===== config.mk =====
export PLATFORM = sky130hd
export DESIGN_NAME = mem_port_arbiter
export DESIGN_NICKNAME = d
export VERILOG_FILES = /design/src/rtl/mem_arb_pkg.sv /design/src/rtl/rr_pick2.sv /design/src/rtl/mem_port_arbiter.sv
export SDC_FILE = /design/constraint.sdc
export NUM_CORES = 1
export LEC_CHECK = 0
export BUFFER_PORTS_ARGS = -buffer_cell sky130_fd_sc_hd__buf_2
export CAP_MARGIN = 20
export CORE_AREA = 2 2 83 85
export DETAILED_ROUTE_END_ITERATION = 10
export DIE_AREA = 0 0 85 87
export GPL_ROUTABILITY_DRIVEN = 0
export GPL_TIMING_DRIVEN = 1
export PLACE_DENSITY_LB_ADDON = 0.08
export SYNTH_ARGS = -nofsm -noshare
export SYNTH_HDL_FRONTEND = slang
export SYNTH_HIERARCHICAL = 1
export SYNTH_SLANG_ARGS = --single-unit

===== constraint.sdc =====
create_clock -name clk -period 1.25 [get_ports clk]
set_input_delay 0.0625 -clock clk [delete_from_list [all_inputs] [get_ports clk]]
set_output_delay 0.0625 -clock clk [all_outputs]
set_load 0.01 [all_outputs]

===== src/rtl/mem_arb_pkg.sv =====
// mem_arb_pkg: shared types and defaults for the memory port arbiter.
//   state_e  : arbiter FSM states (IDLE / ISSUE / RDATA)
//   req_id_e : requester identifiers (CPU = 0, DMA = 1)
//   DEF_DATA_W / DEF_ADDR_W : default memory data and address widths
package mem_arb_pkg;

  localparam int unsigned DEF_DATA_W = 16;
  localparam int unsigned DEF_ADDR_W = 16;

  typedef enum logic [1:0] {
    IDLE  = 2'b00,
    ISSUE = 2'b01,
    RDATA = 2'b10
  } state_e;

  typedef enum logic {
    CPU = 1'b0,
    DMA = 1'b1
  } req_id_e;

endpackage


===== src/rtl/rr_pick2.sv =====
// rr_pick2: combinational 2-way round-robin pick.
//   req[1:0] in  : request vector, bit 0 = CPU, bit 1 = DMA
//   last     in  : requester that won the previous grant
//   winner   out : selected requester (meaningful only while valid)
//   valid    out : at least one request is active
module rr_pick2
  import mem_arb_pkg::*;
(
  input  logic [1:0] req,
  input  req_id_e    last,
  output req_id_e    winner,
  output logic       valid
);

  always_comb begin
    valid  = |req;
    winner = CPU;
    if (req == 2'b11) begin
      // Tie: the requester that did not win last time goes next.
      winner = (last == CPU) ? DMA : CPU;
    end else if (req[1]) begin
      winner = DMA;
    end
  end

endmodule


===== src/rtl/mem_port_arbiter.sv =====
// mem_port_arbiter: shares one synchronous memory port between a CPU and a DMA
// requester using round-robin arbitration.
//   clk, reset                      : clock, synchronous active-high reset
//   cpu_req/we/addr/wdata           : CPU request, held until cpu_gnt is seen
//   dma_req/we/addr/wdata           : DMA request, same protocol
//   cpu_gnt, dma_gnt                : one-cycle grant pulse (ISSUE cycle)
//   cpu_rvalid, dma_rvalid          : one-cycle read-data-valid pulse (RDATA)
//   rdata                           : read data, valid only with an rvalid
//   mem_addr, mem_wdata, mem_we     : registered memory command
//   mem_rdata                       : memory read data, one cycle after address
//   busy                            : high whenever the FSM is not in IDLE
module mem_port_arbiter
  import mem_arb_pkg::*;
#(
  parameter int unsigned DATA_W = DEF_DATA_W,
  parameter int unsigned ADDR_W = DEF_ADDR_W
) (
  input  logic              clk,
  input  logic              reset,
  input  logic              cpu_req,
  input  logic              cpu_we,
  input  logic [ADDR_W-1:0] cpu_addr,
  input  logic [DATA_W-1:0] cpu_wdata,
  input  logic              dma_req,
  input  logic              dma_we,
  input  logic [ADDR_W-1:0] dma_addr,
  input  logic [DATA_W-1:0] dma_wdata,
  output logic              cpu_gnt,
  output logic              dma_gnt,
  output logic              cpu_rvalid,
  output logic              dma_rvalid,
  output logic [DATA_W-1:0] rdata,
  output logic [ADDR_W-1:0] mem_addr,
  output logic [DATA_W-1:0] mem_wdata,
  output logic              mem_we,
  input  logic [DATA_W-1:0] mem_rdata,
  output logic              busy
);

  state_e            state_q, state_d;
  req_id_e           last_winner_q, last_winner_d;
  req_id_e           owner_q, owner_d;
  logic [ADDR_W-1:0] mem_addr_q, mem_addr_d;
  logic [DATA_W-1:0] mem_wdata_q, mem_wdata_d;
  logic              mem_we_q, mem_we_d;
  logic              cpu_gnt_q, cpu_gnt_d;
  logic              dma_gnt_q, dma_gnt_d;
  logic              cpu_rvalid_q, cpu_rvalid_d;
  logic              dma_rvalid_q, dma_rvalid_d;

  req_id_e           pick_winner;
  logic              pick_valid;

  rr_pick2 u_pick (
    .req    ({dma_req, cpu_req}),
    .last   (last_winner_q),
    .winner (pick_winner),
    .valid  (pick_valid)
  );

  always_comb begin
    state_d       = state_q;
    last_winner_d = last_winner_q;
    owner_d       = owner_q;
    mem_addr_d    = mem_addr_q;
    mem_wdata_d   = mem_wdata_q;
    mem_we_d      = 1'b0;
    cpu_gnt_d     = 1'b0;
    dma_gnt_d     = 1'b0;
    cpu_rvalid_d  = 1'b0;
    dma_rvalid_d  = 1'b0;

    case (state_q)
      IDLE: begin
        if (pick_valid) begin
          state_d       = ISSUE;
          owner_d       = pick_winner;
          last_winner_d = pick_winner;
          if (pick_winner == DMA) begin
            mem_we_d    = dma_we;
            mem_addr_d  = dma_addr;
            mem_wdata_d = dma_wdata;
            dma_gnt_d   = 1'b1;
          end else begin
            mem_we_d    = cpu_we;
            mem_addr_d  = cpu_addr;
            mem_wdata_d = cpu_wdata;
            cpu_gnt_d   = 1'b1;
          end
        end
      end
      ISSUE: begin
        // mem_we_q still carries the latched write-enable during ISSUE.
        if (mem_we_q) begin
          state_d = IDLE;
        end else begin
          state_d      = RDATA;
          cpu_rvalid_d = (owner_q == CPU);
          dma_rvalid_d = (owner_q == DMA);
        end
      end
      RDATA: begin
        state_d = IDLE;
      end
      default: begin
        state_d = IDLE;
      end
    endcase
  end

  always_ff @(posedge clk) begin
    if (reset) begin
      state_q       <= IDLE;
      last_winner_q <= DMA;
      owner_q       <= CPU;
      mem_addr_q    <= '0;
      mem_wdata_q   <= '0;
      mem_we_q      <= 1'b0;
      cpu_gnt_q     <= 1'b0;
      dma_gnt_q     <= 1'b0;
      cpu_rvalid_q  <= 1'b0;
      dma_rvalid_q  <= 1'b0;
    end else begin
      state_q       <= state_d;
      last_winner_q <= last_winner_d;
      owner_q       <= owner_d;
      mem_addr_q    <= mem_addr_d;
      mem_wdata_q   <= mem_wdata_d;
      mem_we_q      <= mem_we_d;
      cpu_gnt_q     <= cpu_gnt_d;
      dma_gnt_q     <= dma_gnt_d;
      cpu_rvalid_q  <= cpu_rvalid_d;
      dma_rvalid_q  <= dma_rvalid_d;
    end
  end

  // Synchronous memory data only arrives during RDATA, so rdata is a gated
  // pass-through rather than a register; it reads as zero otherwise.
  always_comb begin
    rdata = '0;
    if (cpu_rvalid_q || dma_rvalid_q) begin
      rdata = mem_rdata;
    end
  end

  assign cpu_gnt    = cpu_gnt_q;
  assign dma_gnt    = dma_gnt_q;
  assign cpu_rvalid = cpu_rvalid_q;
  assign dma_rvalid = dma_rvalid_q;
  assign mem_addr   = mem_addr_q;
  assign mem_wdata  = mem_wdata_q;
  assign mem_we     = mem_we_q;
  assign busy       = (state_q != IDLE);

endmodule


Yosys cells after proc, flatten, opt, wreduce, memory -nomap -nowiden
Index checks and enable logic that the tools add are counted.
{ "word_totals": {"register_bits": 41, "out_inout_bits": 54, "input_bits": 86} }
{ "op_classes": {"n_reduce_logical": 7, "eq_ne": 3, "bitwise": 4, "n_mux": 12} }
{ "ops": {"columns": ["cell", "n"], "rows": [
  ["$mux 16", 3],
  ["$mux 1", 6],
  ["$reduce_or 3->1", 2],
  ["$mux 2", 2],
  ["$not 1->1", 4],
  ["$pmux 2 s2", 1],
  ["$eq 2x1->1 const B", 1],
  ["$eq 2x2->1 const B", 1],
  ["$logic_not 2->1", 1],
  ["$ne 2x2->1 const B", 1],
  ["$reduce_and 2->1", 1],
  ["$reduce_bool 2->1", 1],
  ["$reduce_or 2->1", 1],
  ["$logic_or 1x1->1", 1]
]} }

Longest topological paths before layout
Gate-level depths: netlist of the first run.
{ "depth": {"word_depth": 3, "mapped_depth": 6} }

Hierarchy
Netlist of the first run, hierarchy kept.
{ "modules_own_cells": {"columns": ["module", "seq_area_each_um2", "instances", "area_each_um2", "cells_each"], "rows": [
  ["mem_port_arbiter", 820.8, 1, 1949.4, 152],
  ["rr_pick2", 0.0, 1, 13.8, 2]
]} }

Least setup slack after synthesis of the first run
OpenSTA, ideal clock, no wires.
{ "synth_path": {"kind": "flip-flop to flip-flop", "start": "register state_q[1]", "end": "register mem_wdata_q[0], in the netlist mem_wdata[0]", "path_buffers": 2, "arrival_time_ps": 1235, "slack_ps": -104, "t_required_ps": 1131, "setup_time_ps": 119, "path_stages_with_launch": 6, "period_less_slack_ps": 1354, "path_cell_list": "dfxtp_1 -> or3b_1 -> and2_1 -> buf_6 -> buf_6 -> o2bb2ai_4"} }
{ "synth_between": {"elab_chain_cells": 2} }
{ "synth_rtl": {"columns": ["element", "line_no", "text"], "rows": [
  ["start: declaration", "mem_port_arbiter.sv:40", "state_e state_q, state_d;"],
  ["start signal: assignment", "mem_port_arbiter.sv:124", "state_q <= state_d;"],
  ["$logic_not 2->1", "mem_port_arbiter.sv:73", "case (state_q)"],
  ["$reduce_and 2->1 (no source line)", null, null],
  ["end signal: assignment", "mem_port_arbiter.sv:128", "mem_wdata_q <= mem_wdata_d;"],
  ["end: declaration", "mem_port_arbiter.sv:44", "logic [DATA_W-1:0] mem_wdata_q, mem_wdata_d;"]
]} }
Every way passes these cells.
A chain may end at the register's enable or synchronous reset.

Worst setup path in the final report of the first run
{ "layout_path": {"start": "register state_q[0]", "end": "register mem_wdata_q[0], in the netlist mem_wdata[0]"} }
Same word-level chain as after synthesis.

==> results of run 1 <==
==> what timing repair did <==
action                                  CTS  global route
pin swaps                                 1             5
buffers inserted                          0             1
cloned                                    1             2
endpoints found under the setup margin   38            50
gates resized for setup                   4             5
==> Yosys cell counts, drive strengths merged <==
master	count
nor2	5
mux2i	33
clkbuf	1
o2bb2ai	32
and2	2
or2	2
nor2b	17
a21oi	1
inv	3
dfxtp	41
or4b	1
a31o	1
a21boi	1
nor4b	1
or3b	1
buf	12
==> cells in the final DEF, fill, tap and decap left out, types with 2 or more instances in the layout <==
| cell type | instances |
|---|---|
| buf_12 | 4 |
| nor2b_1 | 16 |
| buf_4 | 8 |
| buf_6 | 2 |
| o2bb2ai_4 | 2 |
| o2bb2ai_1 | 4 |
| bufinv_16 | 2 |
| mux2i_1 | 33 |
| inv_1 | 3 |
| o2bb2ai_2 | 26 |
| buf_2 | 139 |
| clkbuf_8 | 5 |
| nor2_1 | 5 |
| dfxtp_1 | 39 |
| dfxtp_2 | 2 |
| clkbuf_16 | 2 |
==> registers in the layout (all words and copies together) (netlist names) <==
| register | flops |
|---|---|
| cpu_gnt | 1 |
| cpu_rvalid | 1 |
| dma_gnt | 1 |
| dma_rvalid | 1 |
| last_winner_q | 1 |
| mem_addr | 16 |
| mem_wdata | 16 |
| mem_we | 1 |
| owner_q | 1 |
| state_q | 2 |
==> worst max-delay path: stages, from the launching register on <==
cell,delay (ns)
dfxtp_2,0.33
or3b_4,0.39
and2_4,0.21
clkbuf_16,0.17
o2bb2ai_4,0.11
==> layout make-up <==
class                      count  area [µm²]
sequential                    41         823
tap                           80         100
fill                         615        3530
timing repair buffer         156         936
clock buffer                   5        68.8
inverter                       3        11.3
clock inverter                 3        65.1
multi-input combinational     97        1030
==> per-layer routing <==
| layer | wire (µm) | vias to the layer above |
|---|---|---|
| met1 | 2030 | 771 |
| met2 | 2400 | 81 |
| met4 | 44 | 0 |
| met3 | 440 | 4 |
| li1 | - | 864 |
| met5 | 0 | - |
==> worst paths after layout <==
check        cells past startpoint           end        from  slack (ns)
max reg2reg                      4  mem_wdata[0]  state_q[0]       -0.07
min                              3        mem_we      cpu_we        0.02
max                              4  mem_wdata[0]  state_q[0]       -0.07
min reg2reg                      1    state_q[1]      mem_we        0.44
==> through the flow <==
step	setup slack, ns	instances	TNS, ns
after detailed placement	-0.230	373	-7.56
after global placement	-0.216	373	-7.00
after CTS	-0.0521	382	-1.26
after floorplan	-0.0790	154	-2.24
final	-0.0673	385	-1.75
after global routing	-0.0979	385	-3.09
==> kinds of logic after synthesis <==
group / Yosys count
flops: 41
compound gates: 35
mux: 33
simple gates: 29
buf+inv: 16
==> power by group through the flow <==
stage	Clock [mW]	Sequential, mW	Combinational (mW)
after floorplan	0	1.60	0.443
after global placement	0	1.55	0.848
after detailed placement	0	1.55	0.850
after CTS	1.29	1.52	0.879
after global routing	1.34	1.53	0.982
final	1.25	1.52	0.905
==> impl_metrics.xml, run 1 <==
<?xml version="1.0" encoding="UTF-8"?>
<metrics>
  <group name="synthesis">
    <metric name="synth.area.mux_share" unit="">0.168</metric>
    <metric name="synth_top_family_by_area" unit="">compound AO/OA/AOI/OAI gates</metric>
    <metric name="synth.yosys.seq_area_share" unit="">0.418</metric>
    <metric name="synth_xor_xnor_area_share" unit="">0</metric>
    <metric name="synth_simple_gate_area_frac" unit="">0.0905</metric>
    <metric name="syn-instance-count" unit="">154</metric>
    <metric name="synthesis.area_per_instance" unit="µm²">12.7</metric>
    <metric name="yosys_register_bits" unit="">41</metric>
    <metric name="post_synth_main_area_contributors" unit="">dfxtp_1 42%, o2bb2ai_2 20%, mux2i_1 17%</metric>
    <metric name="number_of_distinct_library_cells_after_synthesis" unit="">21</metric>
    <metric name="synth_fa_ha_area_frac" unit="">0</metric>
    <metric name="post_synthesis_instance_area" unit="mm²">0.00196</metric>
    <metric name="postSynthNetCount" unit="">240</metric>
    <metric name="synth-compound-area-share" unit="">0.256</metric>
    <metric name="yosys.area.top_type" unit="">dfxtp_1</metric>
    <metric name="yosys_warnings" unit="">6</metric>
    <metric name="synth_largest_type_area_fraction" unit="">0.418</metric>
  </group>
  <group name="global_route">
    <metric name="number_of_antenna_violations_at_the_first_check_in_global_routing" unit="">0</metric>
    <metric name="grt_overflow" unit="">0</metric>
    <metric name="grt_use_met2" unit="">0.217</metric>
    <metric name="first_global_vias" unit="">1608</metric>
    <metric name="grt_pass1_wl" unit="µm">7360</metric>
    <metric name="grt_max_degree" unit="">21</metric>
    <metric name="global_route.usage.met3" unit="">0.0360</metric>
    <metric name="grt_util_met1" unit="">0.146</metric>
    <metric name="gr-usage-all-layers" unit="">0.124</metric>
    <metric name="peak_usage_layer_in_the_global_routing_report" unit="">met2</metric>
  </group>
  <group name="clock_tree">
    <metric name="cts.hold.buffers_added" unit="">0</metric>
    <metric name="clkSinkCount" unit="">41</metric>
    <metric name="root_buffer_cell" unit="">clkbuf_8</metric>
    <metric name="cts_tree" unit="">yes</metric>
    <metric name="clock_path_buffers" unit="">2</metric>
    <metric name="ctsHtreeMaxLevel" unit="">2</metric>
    <metric name="worstSkewPairLatency" unit="ns">0.29</metric>
    <metric name="clkSlewWorstSetupHoldPaths" unit="ns">0.08</metric>
    <metric name="number_of_buffers_added_by_the_clock_tree_synthesis_step" unit="">5</metric>
  </group>
  <group name="timing">
    <metric name="finalClockSkew" unit="ns">0.0103</metric>
    <metric name="setup_viol_count_final" unit="">35</metric>
    <metric name="timing_max_transition_violations_final" unit="">0</metric>
    <metric name="hold_violations" unit="">0</metric>
    <metric name="slew_headroom" unit="">0.744</metric>
    <metric name="worstMarginPinSlew" unit="ns">0.378</metric>
    <metric name="grt_setup_unrepaired" unit="">yes</metric>
    <metric name="layout_setup_ws" unit="ns">-0.0673</metric>
    <metric name="fin_hold_ws" unit="ns">0.0192</metric>
    <metric name="period_needed" unit="ns">1.32</metric>
    <metric name="fmax" unit="MHz">759</metric>
    <metric name="fin_crit_sh" unit="">1.05</metric>
  </group>
  <group name="detailed_routing">
    <metric name="vias" unit="">1720</metric>
    <metric name="drt.antenna.violating_nets" unit="">0</metric>
    <metric name="drc" unit="">0</metric>
    <metric name="finalWirelength" unit="µm">4910</metric>
    <metric name="routed_via_density" unit="">4.47</metric>
    <metric name="drtIter0Drc" unit="">29</metric>
    <metric name="first_pass_drt_iterations" unit="">3</metric>
    <metric name="wl_per_cell" unit="µm">12.8</metric>
  </group>
  <group name="die">
    <metric name="floorplan.initialDensity" unit="">0.299</metric>
    <metric name="rows" unit="">30</metric>
    <metric name="coreArea" unit="mm²">0.00657</metric>
    <metric name="die_height" unit="µm">87</metric>
    <metric name="floorplan.die_area" unit="mm²">0.00740</metric>
    <metric name="design.portCount" unit="">140</metric>
    <metric name="die-width" unit="µm">85</metric>
  </group>
  <group name="final_layout">
    <metric name="antenna_cells_inserted" unit="">0</metric>
    <metric name="drive_above_1_share" unit="">0.659</metric>
    <metric name="area.growth.synth_to_final" unit="%">54.7</metric>
    <metric name="fin_util" unit="">0.462</metric>
    <metric name="final_area" unit="mm²">0.00304</metric>
    <metric name="fin_nets" unit="">390</metric>
  </group>
  <group name="run_status">
    <metric name="status" unit="">finished with violations</metric>
    <metric name="failed_checks" unit="">setup timing</metric>
  </group>
  <group name="placed_design">
    <metric name="port_buffers" unit="">139</metric>
    <metric name="postPlaceCellArea" unit="mm²">0.00280</metric>
    <metric name="detailed_placement_wirelength_estimate" unit="µm">3710</metric>
  </group>
  <group name="worst_hold_path">
    <metric name="worstHoldPathType" unit="">in2reg</metric>
  </group>
  <group name="pwr">
    <metric name="share_seq_of_total_power" unit="">0.414</metric>
    <metric name="static-leakage-power" unit="nW">1.50</metric>
    <metric name="power.combinational.fraction" unit="">0.246</metric>
    <metric name="total_switching_power" unit="mW">0.955</metric>
    <metric name="cellInternalPower" unit="mW">2.72</metric>
    <metric name="fin_total_pwr" unit="mW">3.67</metric>
    <metric name="cellPowerDensity" unit="mW/mm²">1210</metric>
    <metric name="power_frac_clock" unit="">0.340</metric>
    <metric name="power.switching_fraction" unit="">0.260</metric>
    <metric name="peakVddDrop" unit="µV">487</metric>
  </group>
  <group name="critical_path">
    <metric name="required" unit="ns">1.43</metric>
    <metric name="cp-start-kind" unit="">flip-flop</metric>
    <metric name="worst-path-max-fanout" unit="">5</metric>
    <metric name="timing.setup.critical_path_class" unit="">reg2reg</metric>
    <metric name="cp_data_arrival_time" unit="ns">1.50</metric>
    <metric name="cp-end-kind" unit="">flip-flop</metric>
  </group>
  <group name="job">
    <metric name="cap_violations" unit="">0</metric>
  </group>
</metrics>
Note: power is estimated with default switching activity, not from simulation.
==> run 2, diff against run 1 <==
--- a/config.mk
+++ b/config.mk
@@ -7,12 +7,12 @@
 export LEC_CHECK = 0
 export BUFFER_PORTS_ARGS = -buffer_cell sky130_fd_sc_hd__buf_2
 export CAP_MARGIN = 20
-export CORE_AREA = 2 2 83 85
+export CORE_AREA = 2 2 99 72
 export DETAILED_ROUTE_END_ITERATION = 10
-export DIE_AREA = 0 0 85 87
+export DIE_AREA = 0 0 101 74
 export GPL_ROUTABILITY_DRIVEN = 0
 export GPL_TIMING_DRIVEN = 1
-export PLACE_DENSITY_LB_ADDON = 0.08
+export PLACE_DENSITY = 0.74
 export SYNTH_ARGS = -nofsm -noshare
 export SYNTH_HDL_FRONTEND = slang
 export SYNTH_HIERARCHICAL = 1
==> impl_metrics.xml, run 2 (synthesis results as in run 1) <==
<?xml version="1.0" encoding="UTF-8"?>
<metrics>
  <group name="run_status">
    <metric name="status" unit="">finished with violations</metric>
    <metric name="failed_checks" unit="">setup timing</metric>
  </group>
  <group name="detailed_routing">
    <metric name="first_pass_drt_iterations" unit="">4</metric>
    <metric name="drc" unit="">0</metric>
    <metric name="routed_via_density" unit="">4.44</metric>
    <metric name="drt.antenna.violating_nets" unit="">0</metric>
    <metric name="wl_per_cell" unit="µm">12.6</metric>
    <metric name="finalWirelength" unit="µm">4850</metric>
    <metric name="vias" unit="">1704</metric>
    <metric name="drtIter0Drc" unit="">24</metric>
  </group>
  <group name="global_route">
    <metric name="first_global_vias" unit="">1554</metric>
    <metric name="grt_overflow" unit="">0</metric>
    <metric name="grt_max_degree" unit="">21</metric>
    <metric name="number_of_antenna_violations_at_the_first_check_in_global_routing" unit="">0</metric>
    <metric name="grt_pass1_wl" unit="µm">7040</metric>
    <metric name="gr-usage-all-layers" unit="">0.121</metric>
  </group>
  <group name="placed_design">
    <metric name="place_inst" unit="">375</metric>
    <metric name="port_buffers" unit="">139</metric>
    <metric name="postPlaceCellArea" unit="mm²">0.00281</metric>
    <metric name="detailed_placement_wirelength_estimate" unit="µm">3740</metric>
    <metric name="dp_slack" unit="ns">-0.265</metric>
  </group>
  <group name="die">
    <metric name="die-width" unit="µm">101</metric>
    <metric name="die_height" unit="µm">74</metric>
    <metric name="floorplan.die_area" unit="mm²">0.00747</metric>
    <metric name="floorplan.initialDensity" unit="">0.299</metric>
    <metric name="coreArea" unit="mm²">0.00657</metric>
    <metric name="design.portCount" unit="">140</metric>
    <metric name="rows" unit="">25</metric>
  </group>
  <group name="final_layout">
    <metric name="area.growth.synth_to_final" unit="%">50.2</metric>
    <metric name="fin_util" unit="">0.449</metric>
    <metric name="layout_common_cells" unit="">138 x buf_2, 38 x dfxtp_1, 33 x mux2i_1</metric>
    <metric name="antenna_cells_inserted" unit="">0</metric>
    <metric name="multi_input_area" unit="mm²">0.00104</metric>
    <metric name="fin_nets" unit="">388</metric>
    <metric name="ff_latch_area" unit="µm²">825</metric>
    <metric name="final-instance-count-excl-fill" unit="">384</metric>
    <metric name="final_area" unit="mm²">0.00295</metric>
    <metric name="n_fill_cell" unit="">646</metric>
    <metric name="drive_above_1_share" unit="">0.657</metric>
    <metric name="layout.cells.most_common" unit="">buf_2</metric>
  </group>
  <group name="clock_tree">
    <metric name="number_of_buffers_added_by_the_clock_tree_synthesis_step" unit="">5</metric>
    <metric name="cts_tree" unit="">yes</metric>
    <metric name="worstSkewPairLatency" unit="ns">0.28</metric>
    <metric name="clock_path_buffers" unit="">2</metric>
    <metric name="clkSinkCount" unit="">41</metric>
    <metric name="ctsHtreeMaxLevel" unit="">2</metric>
    <metric name="clkSlewWorstSetupHoldPaths" unit="ns">0.07</metric>
    <metric name="root_buffer_cell" unit="">clkbuf_8</metric>
  </group>
  <group name="pwr">
    <metric name="cellPowerDensity" unit="mW/mm²">1090</metric>
    <metric name="static-leakage-power" unit="nW">1.45</metric>
    <metric name="peakVddDrop" unit="µV">405</metric>
    <metric name="fin_total_pwr" unit="mW">3.21</metric>
  </group>
  <group name="timing">
    <metric name="setup_viol_count_final" unit="">35</metric>
    <metric name="fmax" unit="MHz">758</metric>
    <metric name="hold_violations" unit="">0</metric>
    <metric name="timing_max_transition_violations_final" unit="">0</metric>
    <metric name="fin_crit_sh" unit="">1.06</metric>
    <metric name="layout_setup_ws" unit="ns">-0.0700</metric>
    <metric name="period_needed" unit="ns">1.32</metric>
    <metric name="worstMarginPinSlew" unit="ns">0.264</metric>
    <metric name="grt_setup_unrepaired" unit="">yes</metric>
    <metric name="finalClockSkew" unit="ns">0.00149</metric>
    <metric name="slew_headroom" unit="">0.819</metric>
  </group>
  <group name="critical_path">
    <metric name="cp-start-kind" unit="">flip-flop</metric>
    <metric name="crit_path_max_incr_delay" unit="ns">0.56</metric>
    <metric name="timing.setup.critical_path_class" unit="">reg2reg</metric>
    <metric name="cp-end-kind" unit="">flip-flop</metric>
    <metric name="critPathBufInv" unit="">1</metric>
    <metric name="cpLargestDelayFamily" unit="">simple AND/OR/NAND/NOR gates</metric>
    <metric name="worst_r2r_path_depth" unit="">3</metric>
    <metric name="cp_data_arrival_time" unit="ns">1.54</metric>
    <metric name="critical_path_cell_count" unit="">3</metric>
    <metric name="worst-path-max-fanout" unit="">17</metric>
    <metric name="cp_cell_sequence" unit="">or4b_4 &gt; buf_6 &gt; o2bb2ai_1</metric>
    <metric name="required" unit="ns">1.47</metric>
    <metric name="worst_path_max_delay_cell" unit="">or4b_4</metric>
  </group>
  <group name="job">
    <metric name="cap_violations" unit="">0</metric>
  </group>
  <group name="worst_hold_path">
    <metric name="hold-path-cell-count" unit="">3</metric>
    <metric name="worstHoldPathType" unit="">in2reg</metric>
  </group>
</metrics>
-- run 2: cell types whose count changed in the layout (fill, tap and decap cells not counted), sizes merged --
cell	delta
bufinv	-2
clkbuf	-1
buf	-1
dlygate4sd3	+1
clkinv	+1
-- run 2: what timing repair did --
action | 4_1_cts | 5_1_grt
hold buffers | 1 | 0
endpoints found under the hold margin | 1 | 0
gates resized for setup | 10 | 4
pin swaps | 0 | 1
buffers inserted | 0 | 0
setup endpoints to repair | 39 | 39
-- run 2: cell type report --
type	instances	share of cell area
Inverter	3	0.00382
Sequential cell	41	0.280
Multi-Input combinational cell	97	0.354
Timing Repair Buffer	154	0.300
Clock buffer	6	0.0246
Clock inverter	2	0.00340
Tap cell	81	0.0344
-- run 2: metrics by stage --
step | hold WS (ns) | setup TNS (ns)
floorplan | 0.155 | -2.24
global placement | 0.302 | -7.24
detailed placement | 0.303 | -8.58
CTS | 0.00326 | -1.77
global route | 0.0373 | -3.23
finish | 0.0266 | -1.55
-- run 2: power breakdown --
group / internal, mW / switching, mW
registers: 1.43 / 0.0898
logic: 0.461 / 0.409
clock network: 0.387 / 0.427
total: 2.28 / 0.926
-- run 2: worst paths after layout --
| path | slack [ns] | end | from |
|---|---|---|---|
| worst min register to register | 0.43 | cpu_rvalid | owner_q |
| worst max register to register | -0.07 | mem_wdata[12] | state_q[1] |
| worst min-delay path | 0.03 | mem_we | dma_we |
| worst max-delay path | -0.07 | mem_wdata[12] | state_q[1] |
-- run 2: worst min-delay path, delay by kind of cell --
kind,cells,cell delay [ns]
buffers and inverters,1,0.08
and+or+nand+nor,1,0.07
muxes,1,0.06
-- run 2: routing by layer --
| metal | up-vias | global-route usage | wire length (µm) |
|---|---|---|---|
| li1 | 860 | - | - |
| met1 | 765 | 0.147 | 2100 |
| met2 | 77 | 0.209 | 2280 |
| met3 | 2 | 0.0395 | 437 |
| met4 | 0 | 0.0360 | 22 |
| met5 | - | 0 | 0 |
==> run 3, diff against run 2 <==
--- a/config.mk
+++ b/config.mk
@@ -13,6 +13,8 @@
 export GPL_ROUTABILITY_DRIVEN = 0
 export GPL_TIMING_DRIVEN = 1
 export PLACE_DENSITY = 0.74
+export REMOVE_ABC_BUFFERS = 1
+export SETUP_SLACK_MARGIN = 0.5
 export SYNTH_ARGS = -nofsm -noshare
 export SYNTH_HDL_FRONTEND = slang
 export SYNTH_HIERARCHICAL = 1
==> impl_metrics.xml, run 3 (synthesis results as in run 1) <==
<?xml version="1.0" encoding="UTF-8"?>
<metrics>
  <group name="critical_path">
    <metric name="crit_path_max_incr_delay" unit="ns">0.39</metric>
    <metric name="worst_path_max_delay_cell" unit="">or3b_4</metric>
    <metric name="cp-start-kind" unit="">flip-flop</metric>
    <metric name="worst-path-max-fanout" unit="">17</metric>
    <metric name="cp-end-kind" unit="">flip-flop</metric>
    <metric name="timing.setup.critical_path_class" unit="">reg2reg</metric>
    <metric name="regToRegStartpoint" unit="">state_q[1]</metric>
    <metric name="cp_cell_sequence" unit="">buf_6 &gt; or3b_4 &gt; and2_4 &gt; buf_12 &gt; o2bb2ai_2</metric>
    <metric name="required" unit="ns">1.43</metric>
    <metric name="cp_data_arrival_time" unit="ns">1.57</metric>
    <metric name="crit_start" unit="">state_q[1]</metric>
  </group>
  <group name="timing">
    <metric name="slew_headroom" unit="">0.816</metric>
    <metric name="timing_max_transition_violations_final" unit="">0</metric>
    <metric name="finalClockSkew" unit="ns">0.00403</metric>
    <metric name="setup_viol_count_final" unit="">35</metric>
    <metric name="fmax" unit="MHz">716</metric>
    <metric name="layout_setup_ws" unit="ns">-0.147</metric>
    <metric name="worstMarginPinSlew" unit="ns">0.268</metric>
    <metric name="fin_crit_sh" unit="">1.12</metric>
    <metric name="tns" unit="ns">-4.40</metric>
    <metric name="period_needed" unit="ns">1.40</metric>
    <metric name="hold_violations" unit="">0</metric>
    <metric name="grt_setup_unrepaired" unit="">yes</metric>
  </group>
  <group name="pwr">
    <metric name="cellPowerDensity" unit="mW/mm²">1020</metric>
    <metric name="peakVddDrop" unit="µV">439</metric>
    <metric name="fin_total_pwr" unit="mW">3.66</metric>
    <metric name="static-leakage-power" unit="nW">1.70</metric>
  </group>
  <group name="clock_tree">
    <metric name="clock_path_buffers" unit="">2</metric>
    <metric name="clkSinkCount" unit="">41</metric>
    <metric name="ctsHtreeMaxLevel" unit="">2</metric>
    <metric name="worstSkewPairLatency" unit="ns">0.28</metric>
    <metric name="root_buffer_cell" unit="">clkbuf_8</metric>
    <metric name="cts_tree" unit="">yes</metric>
    <metric name="clkSlewWorstSetupHoldPaths" unit="ns">0.08</metric>
    <metric name="cts.hold.buffers_added" unit="">0</metric>
    <metric name="number_of_buffers_added_by_the_clock_tree_synthesis_step" unit="">5</metric>
  </group>
  <group name="detailed_routing">
    <metric name="routed_via_density" unit="">4.42</metric>
    <metric name="finalWirelength" unit="µm">5600</metric>
    <metric name="drtIter0Drc" unit="">17</metric>
    <metric name="first_pass_drt_iterations" unit="">4</metric>
    <metric name="vias" unit="">1829</metric>
    <metric name="drt.antenna.violating_nets" unit="">0</metric>
    <metric name="wl_per_cell" unit="µm">13.5</metric>
    <metric name="drc" unit="">0</metric>
  </group>
  <group name="final_layout">
    <metric name="n_fill_cell" unit="">555</metric>
    <metric name="drive_above_1_share" unit="">0.823</metric>
    <metric name="fin_nets" unit="">419</metric>
    <metric name="layout_common_cells" unit="">100 x buf_2, 44 x buf_6, 35 x dfxtp_2</metric>
    <metric name="antenna_cells_inserted" unit="">0</metric>
    <metric name="final_area" unit="mm²">0.00359</metric>
    <metric name="area.growth.synth_to_final" unit="%">83.1</metric>
    <metric name="layout.cells.most_common" unit="">buf_2</metric>
  </group>
  <group name="global_route">
    <metric name="grt_pass1_wl" unit="µm">8180</metric>
    <metric name="first_global_vias" unit="">1785</metric>
    <metric name="grt_overflow" unit="">0</metric>
    <metric name="grt_max_degree" unit="">21</metric>
    <metric name="number_of_antenna_violations_at_the_first_check_in_global_routing" unit="">0</metric>
    <metric name="gr-usage-all-layers" unit="">0.142</metric>
  </group>
  <group name="worst_hold_path">
    <metric name="worstHoldPathType" unit="">in2reg</metric>
    <metric name="min_from" unit="">cpu_wdata[11]</metric>
  </group>
  <group name="placed_design">
    <metric name="dp_slack" unit="ns">-0.268</metric>
    <metric name="detailed_placement_wirelength_estimate" unit="µm">3670</metric>
    <metric name="port_buffers" unit="">139</metric>
    <metric name="postPlaceCellArea" unit="mm²">0.00282</metric>
  </group>
  <group name="job">
    <metric name="cap_violations" unit="">0</metric>
  </group>
  <group name="die">
    <metric name="die_height" unit="µm">74</metric>
    <metric name="floorplan.die_area" unit="mm²">0.00747</metric>
    <metric name="floorplan.initialDensity" unit="">0.299</metric>
    <metric name="coreArea" unit="mm²">0.00657</metric>
    <metric name="design.portCount" unit="">140</metric>
    <metric name="die-width" unit="µm">101</metric>
    <metric name="rows" unit="">25</metric>
  </group>
  <group name="run_status">
    <metric name="failed_checks" unit="">setup timing</metric>
    <metric name="status" unit="">finished with violations</metric>
  </group>
</metrics>
==> run 3: path summary, 6_finish.rpt <==
| kind | slack [ns] | end | cells past startpoint |
|---|---|---|---|
| hold / removal | 0.04 | mem_wdata[11] | 3 |
| hold reg to reg | 0.45 | cpu_rvalid | 1 |
| setup / recovery | -0.15 | mem_addr[0] | 5 |
| setup reg to reg | -0.15 | mem_addr[0] | 5 |
==> run 3: metrics by stage <==
| step | util | hold WS (ns) | instances |
|---|---|---|---|
| 6_report | 0.547 | 0.0430 | 414 |
| 5_1_grt | 0.547 | 0.0382 | 414 |
| 4_1_cts | 0.520 | 0.0232 | 406 |
| 3_5_place_dp | 0.430 | 0.337 | 374 |
| 3_3_place_gp | 0.430 | 0.330 | 374 |
| 2_1_floorplan | - | 0.155 | 141 |
==> run 3: timing repair <==
action | 4_1_cts | 5_1_grt
cloned | 2 | 0
pin swaps | 5 | 4
setup endpoints to repair | 95 | 95
resized for setup | 80 | 31
setup buffers | 23 | 8
==> run 3: final cells by class <==
class,count,area (µm²),area share
multi-input combinational,97,1110,0.310
timing repair buffer,185,1410,0.391
clock buffer,6,82.6,0.0230
tap,81,101,0.0282
sequential,41,872,0.243
inverter,3,11.3,0.00313
clock inverter,1,7.51,0.00209
==> run 3: layer usage <==
metal  vias up  part of all wire  track usage  routed length (µm)
li1        923                 -            -                   -
met1       822              0.40        0.157                2260
met3         2             0.080       0.0442                 451
met4         0            0.0034       0.0360                  19
met5         -                 0            0                   0
met2        82              0.51        0.270                2870
==> run 3: worst max-delay path, delay by kind of cell, from the launching register on <==
family,cells,cell delay [ns]
AND/OR/NAND/NOR,2,0.56
flip-flops,1,0.33
buffers and inverters,2,0.27
AO/OA/AOI/OAI,1,0.13
==> run 3: report_power, final <==
part	total (mW)	internal (mW)	leakage, nW	switching [mW]
sequential	1.55	1.45	0.352	0.0949
clock	0.879	0.437	0.0433	0.443
combinational	1.23	0.740	1.31	0.492
total	3.66	2.63	1.70	1.03
